## src/rtl/sysprint_pkg.sv

```systemverilog
// Shared types and constants for the syscall print sequencer.
// The hex-print path is compiled in with SYSPRINT_HEX_EN.
package sysprint_pkg;

  localparam logic [31:0] SYS_PRINT_STR = 32'd4;
  localparam logic [31:0] SYS_PRINT_HEX = 32'd34;
  localparam logic [7:0]  ASCII_NL      = 8'h0A;

  typedef enum logic [2:0] {
    IDLE  = 3'd0,
    FETCH = 3'd1,
    EMIT  = 3'd2,
    NL    = 3'd3,
    DONE  = 3'd4,
    HEX   = 3'd5
  } state_t;

  // Lowercase ASCII hex digit for one nibble.
  function automatic logic [7:0] hex_char(input logic [3:0] n);
    hex_char = (n < 4'd10) ? (8'h30 + {4'h0, n}) : (8'h57 + {4'h0, n});
  endfunction

endpackage

```

## src/rtl/sysprint_con_reg.sv

```systemverilog
// Console output register: holds valid/data until the sink accepts,
// and only takes a new byte when empty or when the current one leaves.
module sysprint_con_reg (
  input  logic       clk,
  input  logic       rst_n,
  input  logic       load,
  input  logic [7:0] load_data,
  input  logic       con_ready,
  output logic       con_valid,
  output logic [7:0] con_data,
  output logic       hs
);

  assign hs = con_valid && con_ready;

  always_ff @(posedge clk or negedge rst_n) begin
    if (!rst_n) begin
      con_valid <= 1'b0;
      con_data  <= 8'h00;
    end else if (!con_valid || con_ready) begin
      con_valid <= load;
      if (load) con_data <= load_data;
    end
  end

endmodule

```

## src/rtl/sysprint_ctrl.sv

```systemverilog
// Syscall print sequencer and data-memory port arbiter.
// Define SYSPRINT_HEX_EN to also accept code 34 (print sys_a as 8 hex digits).
module sysprint_ctrl
  import sysprint_pkg::*;
#(
  parameter int MAX_WORDS = 256,
  parameter int CNT_W     = 9
) (
  input  logic        clk,
  input  logic        rst_n,
  input  logic        sys_req,
  input  logic [31:0] sys_v,
  input  logic [31:0] sys_a,
  input  logic [31:0] pipe_addr,
  input  logic [31:0] pipe_wdata,
  input  logic        pipe_we,
  input  logic        pipe_we8,
  output logic [31:0] pipe_rdata,
  output logic [31:0] mem_addr,
  output logic [31:0] mem_wdata,
  output logic        mem_we,
  output logic        mem_we8,
  input  logic [31:0] mem_rdata,
  output logic        stall,
  output logic        con_valid,
  output logic [7:0]  con_data,
  input  logic        con_ready,
  output logic        sys_done,
  output logic        ovf
);

  state_t           state_reg, state_next;
  logic [29:0]      ptr_reg, ptr_next;
  logic [1:0]       idx_reg, idx_next, idx_inc;
  logic [CNT_W-1:0] cnt_reg, cnt_next;
  logic [31:0]      wbuf_reg, wbuf_next;
  logic [31:0]      rdata_hold_reg;
  logic             ovf_reg, ovf_next;
  logic             load, hs, port_pass;
  logic [7:0]       load_data, next_byte;
  logic             unused_sys_a;
`ifdef SYSPRINT_HEX_EN
  logic [2:0]       nib_reg, nib_next, nib_inc;
`endif

  assign unused_sys_a = ^sys_a[1:0];

  sysprint_con_reg u_con (
    .clk       (clk),
    .rst_n     (rst_n),
    .load      (load),
    .load_data (load_data),
    .con_ready (con_ready),
    .con_valid (con_valid),
    .con_data  (con_data),
    .hs        (hs)
  );

  always_ff @(posedge clk or negedge rst_n) begin
    if (!rst_n) begin
      state_reg      <= IDLE;
      ptr_reg        <= '0;
      idx_reg        <= '0;
      cnt_reg        <= '0;
      wbuf_reg       <= '0;
      ovf_reg        <= 1'b0;
      rdata_hold_reg <= '0;
`ifdef SYSPRINT_HEX_EN
      nib_reg        <= '0;
`endif
    end else begin
      state_reg <= state_next;
      ptr_reg   <= ptr_next;
      idx_reg   <= idx_next;
      cnt_reg   <= cnt_next;
      wbuf_reg  <= wbuf_next;
      ovf_reg   <= ovf_next;
      if (state_reg == IDLE) rdata_hold_reg <= mem_rdata;
`ifdef SYSPRINT_HEX_EN
      nib_reg   <= nib_next;
`endif
    end
  end

  // The console register always holds the byte being offered, so each
  // handshake loads the following byte (look-ahead on the zero terminator).
  assign idx_inc   = idx_reg + 2'd1;
  assign next_byte = wbuf_reg[{idx_inc, 3'b000} +: 8];
`ifdef SYSPRINT_HEX_EN
  assign nib_inc   = nib_reg + 3'd1;
`endif

  always_comb begin
    state_next = state_reg;
    ptr_next   = ptr_reg;
    idx_next   = idx_reg;
    cnt_next   = cnt_reg;
    wbuf_next  = wbuf_reg;
    ovf_next   = ovf_reg;
    load       = 1'b0;
    load_data  = ASCII_NL;
    stall      = 1'b1;
    sys_done   = 1'b0;
`ifdef SYSPRINT_HEX_EN
    nib_next   = nib_reg;
`endif
    case (state_reg)
      IDLE: begin
        stall = 1'b0;
        if (sys_req && sys_v == SYS_PRINT_STR) begin
          stall      = 1'b1;
          ptr_next   = sys_a[31:2];
          cnt_next   = '0;
          ovf_next   = 1'b0;
          state_next = FETCH;
        end
`ifdef SYSPRINT_HEX_EN
        else if (sys_req && sys_v == SYS_PRINT_HEX) begin
          stall      = 1'b1;
          wbuf_next  = sys_a;
          nib_next   = '0;
          ovf_next   = 1'b0;
          load       = 1'b1;
          load_data  = hex_char(sys_a[31:28]);
          state_next = HEX;
        end
`endif
      end
      FETCH: begin
        wbuf_next = mem_rdata;
        cnt_next  = cnt_reg + CNT_W'(1);
        idx_next  = '0;
        load      = 1'b1;
        if (mem_rdata[7:0] == 8'h00) begin
          state_next = NL;
        end else begin
          load_data  = mem_rdata[7:0];
          state_next = EMIT;
        end
      end
      EMIT: begin
        if (hs) begin
          if (idx_reg != 2'd3) begin
            load = 1'b1;
            if (next_byte == 8'h00) begin
              state_next = NL;
            end else begin
              load_data = next_byte;
              idx_next  = idx_inc;
            end
          end else begin
            ptr_next = ptr_reg + 30'd1;
            if (cnt_reg == CNT_W'(MAX_WORDS)) begin
              ovf_next   = 1'b1;
              load       = 1'b1;
              state_next = NL;
            end else begin
              state_next = FETCH;
            end
          end
        end
      end
      NL: begin
        if (hs) state_next = DONE;
      end
      DONE: begin
        stall      = 1'b0;
        sys_done   = 1'b1;
        state_next = IDLE;
      end
`ifdef SYSPRINT_HEX_EN
      HEX: begin
        if (hs) begin
          load = 1'b1;
          if (nib_reg != 3'd7) begin
            nib_next  = nib_inc;
            load_data = hex_char(wbuf_reg[{3'd7 - nib_inc, 2'b00} +: 4]);
          end else begin
            state_next = NL;
          end
        end
      end
`endif
      default: state_next = IDLE;
    endcase
  end

`ifdef SYSPRINT_HEX_EN
  assign port_pass = (state_reg == IDLE) || (state_reg == HEX);
`else
  assign port_pass = (state_reg == IDLE);
`endif

  always_comb begin
    mem_wdata = pipe_wdata;
    if (port_pass) begin
      mem_addr   = pipe_addr;
      mem_we     = pipe_we;
      mem_we8    = pipe_we8;
      pipe_rdata = mem_rdata;
    end else begin
      mem_addr   = {ptr_reg, 2'b00};
      mem_we     = 1'b0;
      mem_we8    = 1'b0;
      pipe_rdata = rdata_hold_reg;
    end
  end

  assign ovf = ovf_reg;

endmodule

```

## config.mk

```make
export PLATFORM = sky130hd
export DESIGN_NAME = sysprint_ctrl
export DESIGN_NICKNAME = d
export VERILOG_FILES = /design/src/rtl/sysprint_pkg.sv /design/src/rtl/sysprint_con_reg.sv /design/src/rtl/sysprint_ctrl.sv
export SDC_FILE = /design/constraint.sdc
export NUM_CORES = 1
export LEC_CHECK = 0
export CAP_MARGIN = 20
export CORE_MARGIN = 1
export CORE_UTILIZATION = 40
export CTS_BUF_LIST = sky130_fd_sc_hd__clkbuf_2
export CTS_CLUSTER_SIZE = 12
export DETAILED_ROUTE_END_ITERATION = 7
export GPL_TIMING_DRIVEN = 0
export PLACE_DENSITY_LB_ADDON = 0.12
export SYNTH_ARGS = -nofsm -noshare
export SYNTH_HDL_FRONTEND = slang
export SYNTH_SLANG_ARGS = --single-unit
```

## constraint.sdc

```tcl
create_clock -name clk -period 5.8 [get_ports clk]
set_input_delay 1.74 -clock clk [delete_from_list [all_inputs] [get_ports clk]]
set_output_delay 1.74 -clock clk [all_outputs]
set_load 0.02 [all_outputs]
```

Word level (Yosys, flattened, before mapping) --
Cells that the tools add are included.
Word-level totals: memory bits (read-only) 0, bits in writable memories 0, logic and storage cells 83, latch bits 0, bits of input ports 166, output and inout bits 110, register bits 118, memories kept 0
Operators by class: reduce and logical (&&, ||, !) cells 16, bitwise logic cells 0, equality and inequality tests 15, magnitude comparators 0, shift operators 1, $mul 0, divide/modulo/power cells 0, $add $sub $neg 3, mux-type cells 39
Operators with widths (count):
- 30-bit two-way mux | 3
- 32-bit two-way mux | 2
- 30-bit one-hot mux with 2 select lines | 1
- 32-bit by 3-bit == test with 1-bit output, second input constant | 1
- 8-bit two-way mux | 4
- 32-bit by 6-bit variable part select with 8-bit output | 1
- 30-bit by 1-bit adder with 30-bit output, second input constant | 1
- 9-bit one-hot mux with 2 select lines | 1
- 8-bit zero test | 2
- 8-bit one-hot mux with 2 select lines | 1
- 3-bit two-way mux | 5
- 2-bit != test, second input constant | 7
- 1-bit two-way mux | 12
- 3-bit one-hot mux with 4 select lines | 1
- 4-bit AND reduction | 3
- 9-bit by 1-bit adder with 9-bit output, second input constant | 1
- 9-bit == test, second input constant | 1
- 9-bit two-way mux | 1
- 2-bit two-way mux | 4
- 3-bit by 2-bit == test with 1-bit output, second input constant | 2
- 1-bit one-hot mux with 2 select lines | 3
- 2-bit nonzero test | 3
- 5-bit AND reduction | 1
- 2-bit one-hot mux with 2 select lines | 1
- 10 further kinds | 12

Logic depth before layout (Yosys ltp) --
Gate-level depths: netlist of run 1.
word-level depth 7, depth in mapped cells 8, mapped depth without buffers 6

Hierarchy --
From an unflattened synthesis of run 1, not the netlist that was laid out.
Second synthesis, totals: cells, all modules 669, area total of the unflattened synthesis 6562.5 sq um
Modules (own cells, without submodules):
- sysprint_ctrl | area an instance 6178.4 sq um, cells an instance 648, sequential area each 2727.6 sq um, instances 1
- sysprint_con_reg | area an instance 384.1 sq um, cells an instance 21, sequential area each 225.2 sq um, instances 1

Least setup slack after synthesis of run 1 --
No wires, ideal clock.
path kind input to output, start point input sys_v[5], end point output stall, slack 1.235 ns, required time 4.060 ns, arrival time 2.825 ns, stages 4, cells stage by stage nor4b_1 > nand4_1 > nor4_4 > or3_1
Between the ends: longest elaborated chain between the ends 4
RTL lines:
- start, declared | RTL line sysprint_ctrl.sv:12 | input logic [31:0] sys_v,
- 32-bit by 3-bit == test with 1-bit output | RTL line sysprint_ctrl.sv:110 | if (sys_req && sys_v == SYS_PRINT_STR) begin
- 1-bit logical AND | RTL line sysprint_ctrl.sv:110
- 1-bit two-way mux | RTL line sysprint_ctrl.sv:110
- 1-bit one-hot mux with 2 select lines | RTL line sysprint_ctrl.sv:107 | case (state_reg)
- end, declared | RTL line sysprint_ctrl.sv:24 | output logic stall,
No other way between the ends.

Worst setup path in the final report of run 1 --
start point input sys_v[16], end point output stall
The elaborated chain is that of the path after synthesis.

==> results of run 1 <==
## through the flow
step                instance area (um2)  util, %  hold slack (ps)
floorplan                          6670        -              440
global placement                   9350     58.2              453
detailed placement                 9390     58.4              457
CTS                                9620     59.9              492
global route                       9620     59.9              500
finish                             9620     59.9              493
## logic make-up after synthesis
group	after synthesis	synth area share, %
muxes	13	3.47
buffers and inverters	94	7.82
DFF	118	44.3
and+or+nand+nor	421	27.3
adders and majority gates	4	0.750
AOI/OAI and AO/OA	154	16.4
## cells in the final DEF (no fill, tap or decap), types with 7 or more instances in the layout
| master | n |
|---|---|
| sky130_fd_sc_hd__clkbuf_2 | 18 |
| sky130_fd_sc_hd__o22a_1 | 22 |
| sky130_fd_sc_hd__nand4_1 | 10 |
| sky130_fd_sc_hd__nand3_1 | 16 |
| sky130_fd_sc_hd__a22oi_1 | 7 |
| sky130_fd_sc_hd__clkbuf_1 | 41 |
| sky130_fd_sc_hd__nor4_1 | 8 |
| sky130_fd_sc_hd__buf_6 | 7 |
| sky130_fd_sc_hd__inv_1 | 8 |
| sky130_fd_sc_hd__clkdlybuf4s50_1 | 240 |
| sky130_fd_sc_hd__dfrtp_1 | 118 |
| sky130_fd_sc_hd__nor2_1 | 36 |
| sky130_fd_sc_hd__nor3_1 | 10 |
| sky130_fd_sc_hd__and2_1 | 8 |
| sky130_fd_sc_hd__a41oi_1 | 11 |
| sky130_fd_sc_hd__buf_4 | 33 |
| sky130_fd_sc_hd__nand2_1 | 300 |
| sky130_fd_sc_hd__and3_1 | 11 |
| sky130_fd_sc_hd__o21ai_0 | 19 |
| sky130_fd_sc_hd__a21oi_1 | 37 |
| sky130_fd_sc_hd__mux4_2 | 8 |
| sky130_fd_sc_hd__a31oi_1 | 19 |
## cell type report
| type | instances | area (um2) |
|---|---|---|
| plain buffers | 86 | 492 |
| clock buffers | 18 | 90.1 |
| clock inverters | 14 | 135 |
| fillers | 1458 | 6440 |
| inverters | 8 | 30.0 |
| multi-input cells | 592 | 3200 |
| flip-flops and latches | 118 | 2950 |
| well taps | 216 | 270 |
| repair buffers | 243 | 2450 |
## synthesized netlist by cell type (all sizes together) (2+ instances only)
master,number
nand2,300
dfrtp,118
buf,45
clkbuf,41
a21oi,39
nor2,36
o22a,22
a31oi,19
o21ai,19
nand3,16
nor3,12
nor4,12
a41oi,11
and3,11
a22oi,10
nand4,10
and2,8
inv,8
mux4,8
a2bb2oi,5
o22ai,5
a211oi,4
ha,4
mux2i,4
nor4b,3
o21a,3
or3,3
a2111oi,2
a211o,2
a221o,2
and4,2
nor2b,2
o221a,2
o2bb2a,2
o31ai,2
## power breakdown
group | switching (uW) | internal, uW | leakage [uW]
Sequential | 2.83 | 834 | 0.00134
Clock | 325 | 194 | 0.000133
Combinational | 117 | 165 | 0.00277
## worst max-delay path, delay by kind of cell
| family | cells | cell delay, ps |
|---|---|---|
| buf+inv | 2 | 1010 |
| simple gates | 4 | 1120 |
## layer usage
| metal | vias up | share of wire, % | routed length (um) | track usage, % |
|---|---|---|---|---|
| met5 | - | 0 | 0 | 0 |
| met1 | 3207 | 42 | 9190 | 32.1 |
| met4 | 0 | 2.4 | 513 | 8.82 |
| met3 | 48 | 7.9 | 1700 | 6.33 |
| li1 | 3289 | - | - | - |
| met2 | 321 | 47 | 10300 | 42.8 |
## worst max-delay path by stage
stage	end	slack (ps)	cells after the start
4_1_cts	stall	140	6
2_1_floorplan	stall	1240	4
5_1_grt	stall	40	6
3_3_place_gp	ptr_reg[23]	-1690	1
3_5_place_dp	stall	-80	6
6_report	stall	190	6
==> impl_metrics.ini, run 1 <==
[worst_setup_path]
rr_worst_depth = 7
source_of_the_critical_timing_path = sys_v[16]
critPathMaxStageDelay_ps = 610
setup.reg_to_reg.worst_slack_ps = 2920
crit_chain = clkdlybuf4s50_1 > nor4_1 > nand4_1 > nor4_4 > or3_1 > clkdlybuf4s50_1
timing.setup.critical_path_class = in2out
r2r-start = state_reg[2]
worst-endpoint-required_ps = 4060
critical-path-slowest-cell = sky130_fd_sc_hd__clkdlybuf4s50_1
critPathMaxFanout = 3
critical-path-top-cell-by-count = sky130_fd_sc_hd__clkdlybuf4s50_1
r2r-end = ptr_reg[24]
worst_setup_path_end_kind = output port
crit_arrival_ps = 3870
worst_setup_path_start_kind = input port

[worst_hold_path]
holdPathEnd = rdata_hold_reg[19]
timing.hold.worst_path_depth = 2
min_from = rdata_hold_reg[19]
worst_min_path_class = reg2reg

[pwr]
finalPower_uw = 1640
p_leak_uw = 0.00425
maximum_vdd_drop_uv = 121
power_per_cell_area_nw_per_um2 = 170

[sta]
timing_hold_violations_final = 0
slew_of_the_pin_with_the_lowest_slew_margin_ps = 926
post-route-period-util_pct = 96.7
fmax_mhz = 178
post_layout_minimum_cycle_time_ps = 5610
fin_setup_tns_ps = 0
max_slew_margin_pct = 37.9
slew_violations = 0
final.setup_skew_ps = 34.1
rsz_0062_raised_after_global_routing = no
worst_slack_ps = 190
final-setup-viol-count = 0

[synth]
postSynth.topFlopCell = sky130_fd_sc_hd__dfrtp_1
gate_count_of_the_mapped_netlist = 804
netlist.top_cell.by_area = sky130_fd_sc_hd__dfrtp_1
synthesis.area_per_instance_um2 = 8.29
async_flop_share_pct = 100
synth.net_count = 974
synth.yosys.seq_area_share_pct = 44.3
synth-warning-count = 0
synth.cell_area_um2 = 6670
synth_edf_count = 0
synth_cell_types = 56
synth.ff_latch_count = 118
synthTopCellsByArea = sky130_fd_sc_hd__dfrtp_1 (44%), sky130_fd_sc_hd__nand2_1 (17%), sky130_fd_sc_hd__buf_4 (3.6%), sky130_fd_sc_hd__o22a_1 (2.9%), sky130_fd_sc_hd__a21oi_1 (2.8%)
synth_top_area_share_pct = 44.3

[placement]
port_buffers = 241
globalplace.congestion = 0.893
hpwlAfterDp_mm = 16.2
dp_worst_setup_slack_ps = -84.5
numPlacedInstances = 1262

[routing]
route.vias.total = 6865
wl_per_cell_um = 16.7
routed_wirelength_mm = 21.7
route.antenna.remaining_nets = 0
initialDrtViolationCount = 651
vias_per_cell = 5.30
detail_route.first_pass.iterations = 5
route.detailed.drc = 0

[clock_tree]
clk_root_buffer_cell = sky130_fd_sc_hd__clkbuf_2
htreeDepth = 4
hold_buffers = 0
cts.reportedPaths.clkPinSlew_ps = 160
cts.repair_timing.setup_buffer_count = 1
clkSinkCount = 118
insertion_delay_ps = 720
post_cts_resized = 0
numCtsBuffers = 17
cts_tree = yes
clock_tree.buffer_depth = 2

[die]
row_count = 46
die_area_um2 = 17200
io_pins = 276
height_of_the_die_um = 131
die_x_um = 131
floorplan.core_area_um2 = 16100
start_util_pct = 41.5

[global_routing]
grt_start_max_net_pins = 100
antenna_found_initial = 0
grt_pass1_vias = 6660
grt.overflow.total = 0
grt_pass1_wl_mm = 34.6
grt.total_usage_pct = 25.6

[final_layout]
final_nets = 1236
layout.cells.non_filler = 1295
syn2layout_area_growth_pct = 44.2
post_route_cells_drive_above_1_share_pct = 9.27
total_inserted_antenna_cells = 0

[status]
status = finished, final reports clean

[run]
maxCapViolations = 0
No activity file was read; power rests on OpenSTA's default activity.
==> inputs of run 2 (changes only) <==
Settings changed: SKIP_LAST_GASP from default to 1.
==> results of run 2 <==
Final layout, timing and power as in run 1 (identical DEF).
==> inputs of run 3 (changes only) <==
Settings changed: MAX_ROUTING_LAYER from default to met4.
==> impl_metrics.ini, run 3 (synthesized netlist as in run 1, its figures left out) <==
[routing]
initialDrtViolationCount = 727
routed_wirelength_mm = 21.7
vias_per_cell = 5.27
route.detailed.drc = 0
detail_route.first_pass.iterations = 5
wl_per_cell_um = 16.8
route.antenna.remaining_nets = 0
route.vias.total = 6831

[global_routing]
grt_pass1_wl_mm = 34.6
grt_pass1_vias = 6658
grt.overflow.total = 0
antenna_found_initial = 0
grt.total_usage_pct = 26.3
grt_start_max_net_pins = 100

[pwr]
maximum_vdd_drop_uv = 121
p_leak_uw = 0.00425
power_per_cell_area_nw_per_um2 = 170

[worst_hold_path]
min_from = rdata_hold_reg[19]
worst_min_path_class = reg2reg
holdPathEnd = rdata_hold_reg[19]
timing.hold.worst_path_depth = 2

[final_layout]
stdcell_area_um2 = 9620
total_inserted_antenna_cells = 0
multiInputGateArea_um2 = 3200
mostFrequentLayoutCells = sky130_fd_sc_hd__nand2_1 (300), sky130_fd_sc_hd__clkdlybuf4s50_1 (240), sky130_fd_sc_hd__dfrtp_1 (118)
seqCellArea_um2 = 2950
leading_cell_type_in_the_layout_fill_and_taps_excluded = sky130_fd_sc_hd__nand2_1
final_nets = 1236
final_util_pct = 59.9
post_route_cells_drive_above_1_share_pct = 9.27
n_fill_cell = 1458
syn2layout_area_growth_pct = 44.2

[die]
die_area_um2 = 17200
floorplan.core_area_um2 = 16100
die_x_um = 131
height_of_the_die_um = 131
start_util_pct = 41.5
io_pins = 276
row_count = 46

[clock_tree]
post_cts_resized = 0
htreeDepth = 4
numCtsBuffers = 17
insertion_delay_ps = 710
cts.reportedPaths.clkPinSlew_ps = 160
cts_tree = yes
clkSinkCount = 118
clk_root_buffer_cell = sky130_fd_sc_hd__clkbuf_2
clock_tree.buffer_depth = 2

[status]
status = finished, final reports clean

[sta]
slew_violations = 0
max_slew_margin_pct = 39.0
post_layout_minimum_cycle_time_ps = 5620
final-setup-viol-count = 0
hold-worst-slack_ps = 493
final.setup_skew_ps = 35.9
fmax_mhz = 178
worst_slack_ps = 184
slew_of_the_pin_with_the_lowest_slew_margin_ps = 910
rsz_0062_raised_after_global_routing = no
post-route-period-util_pct = 96.8
timing_hold_violations_final = 0

[placement]
dpl_cell_area_um2 = 9390
hpwlAfterDp_mm = 16.2
globalplace.congestion = 0.908
port_buffers = 241
dp_worst_setup_slack_ps = -84.5

[worst_setup_path]
worst_setup_path_end_kind = output port
critPathMaxFanout = 3
timing.setup.critical_path_class = in2out
rr_worst_depth = 7
r2r-end = ptr_reg[24]
worst_setup_path_start_kind = input port
crit_arrival_ps = 3880
setup.reg_to_reg.worst_slack_ps = 2930
r2r-start = state_reg[2]
worst-endpoint-required_ps = 4060

[run]
maxCapViolations = 0
==> run 3: how the worst max path moves through the flow <==
stage               from           to  slack, ps  cells past startpoint
2_1_floorplan   sys_v[5]        stall       1240                      4
3_3_place_gp       rst_n  ptr_reg[23]      -1690                      1
3_5_place_dp   sys_v[19]        stall        -80                      6
4_1_cts        sys_v[16]        stall        140                      6
5_1_grt        sys_v[16]        stall         40                      6
6_report       sys_v[19]        stall        180                      6
==> run 3: area by class of cell <==
type                       instances  share of cell area, %
multi-input combinational        592                   33.3
sequential                       118                   30.7
timing repair buffer             243                   25.5
buffer                            86                   5.11
tap                              216                   2.81
clock inverter                    14                   1.40
clock buffer                      18                  0.937
inverter                           8                  0.312
==> run 3: report_power, final <==
part | internal (uW) | switching (uW) | leakage [uW]
registers | 834 | 2.81 | 0.00134
clock network | 194 | 323 | 0.000133
logic | 165 | 117 | 0.00277
total | 1190 | 443 | 0.00425
==> run 3: worst max-delay path, stage by stage <==
cell	delay, ps
sky130_fd_sc_hd__clkdlybuf4s50_1	420
sky130_fd_sc_hd__nor4_1	350
sky130_fd_sc_hd__nand4_1	270
sky130_fd_sc_hd__nor4_4	340
sky130_fd_sc_hd__or3_1	140
sky130_fd_sc_hd__clkdlybuf4s50_1	610
==> run 3: timing repair <==
item                       in CTS  in global routing
buffers inserted                1                  0
setup endpoints to repair       1                  0
hold buffers                    0                  0
==> run 3: routing by layer <==
| metal | wire length (um) | part of all wire [%] | track usage (%) |
|---|---|---|---|
| met1 | 9330 | 43 | 32.5 |
| met2 | 10300 | 47 | 42.8 |
| met3 | 1630 | 7.5 | 5.71 |
| met4 | 454 | 2.1 | 8.82 |
| met5 | 0 | 0 | - |
==> run 3: through the flow <==
step | cells | setup TNS, ps | total power [uW]
6_report | 1295 | 0 | 1640
5_1_grt | 1295 | 0 | 1700
4_1_cts | 1295 | 0 | 1650
3_5_place_dp | 1262 | -84.5 | 1140
3_3_place_gp | 1261 | -198930 | 1130
2_1_floorplan | 804 | 0 | 947
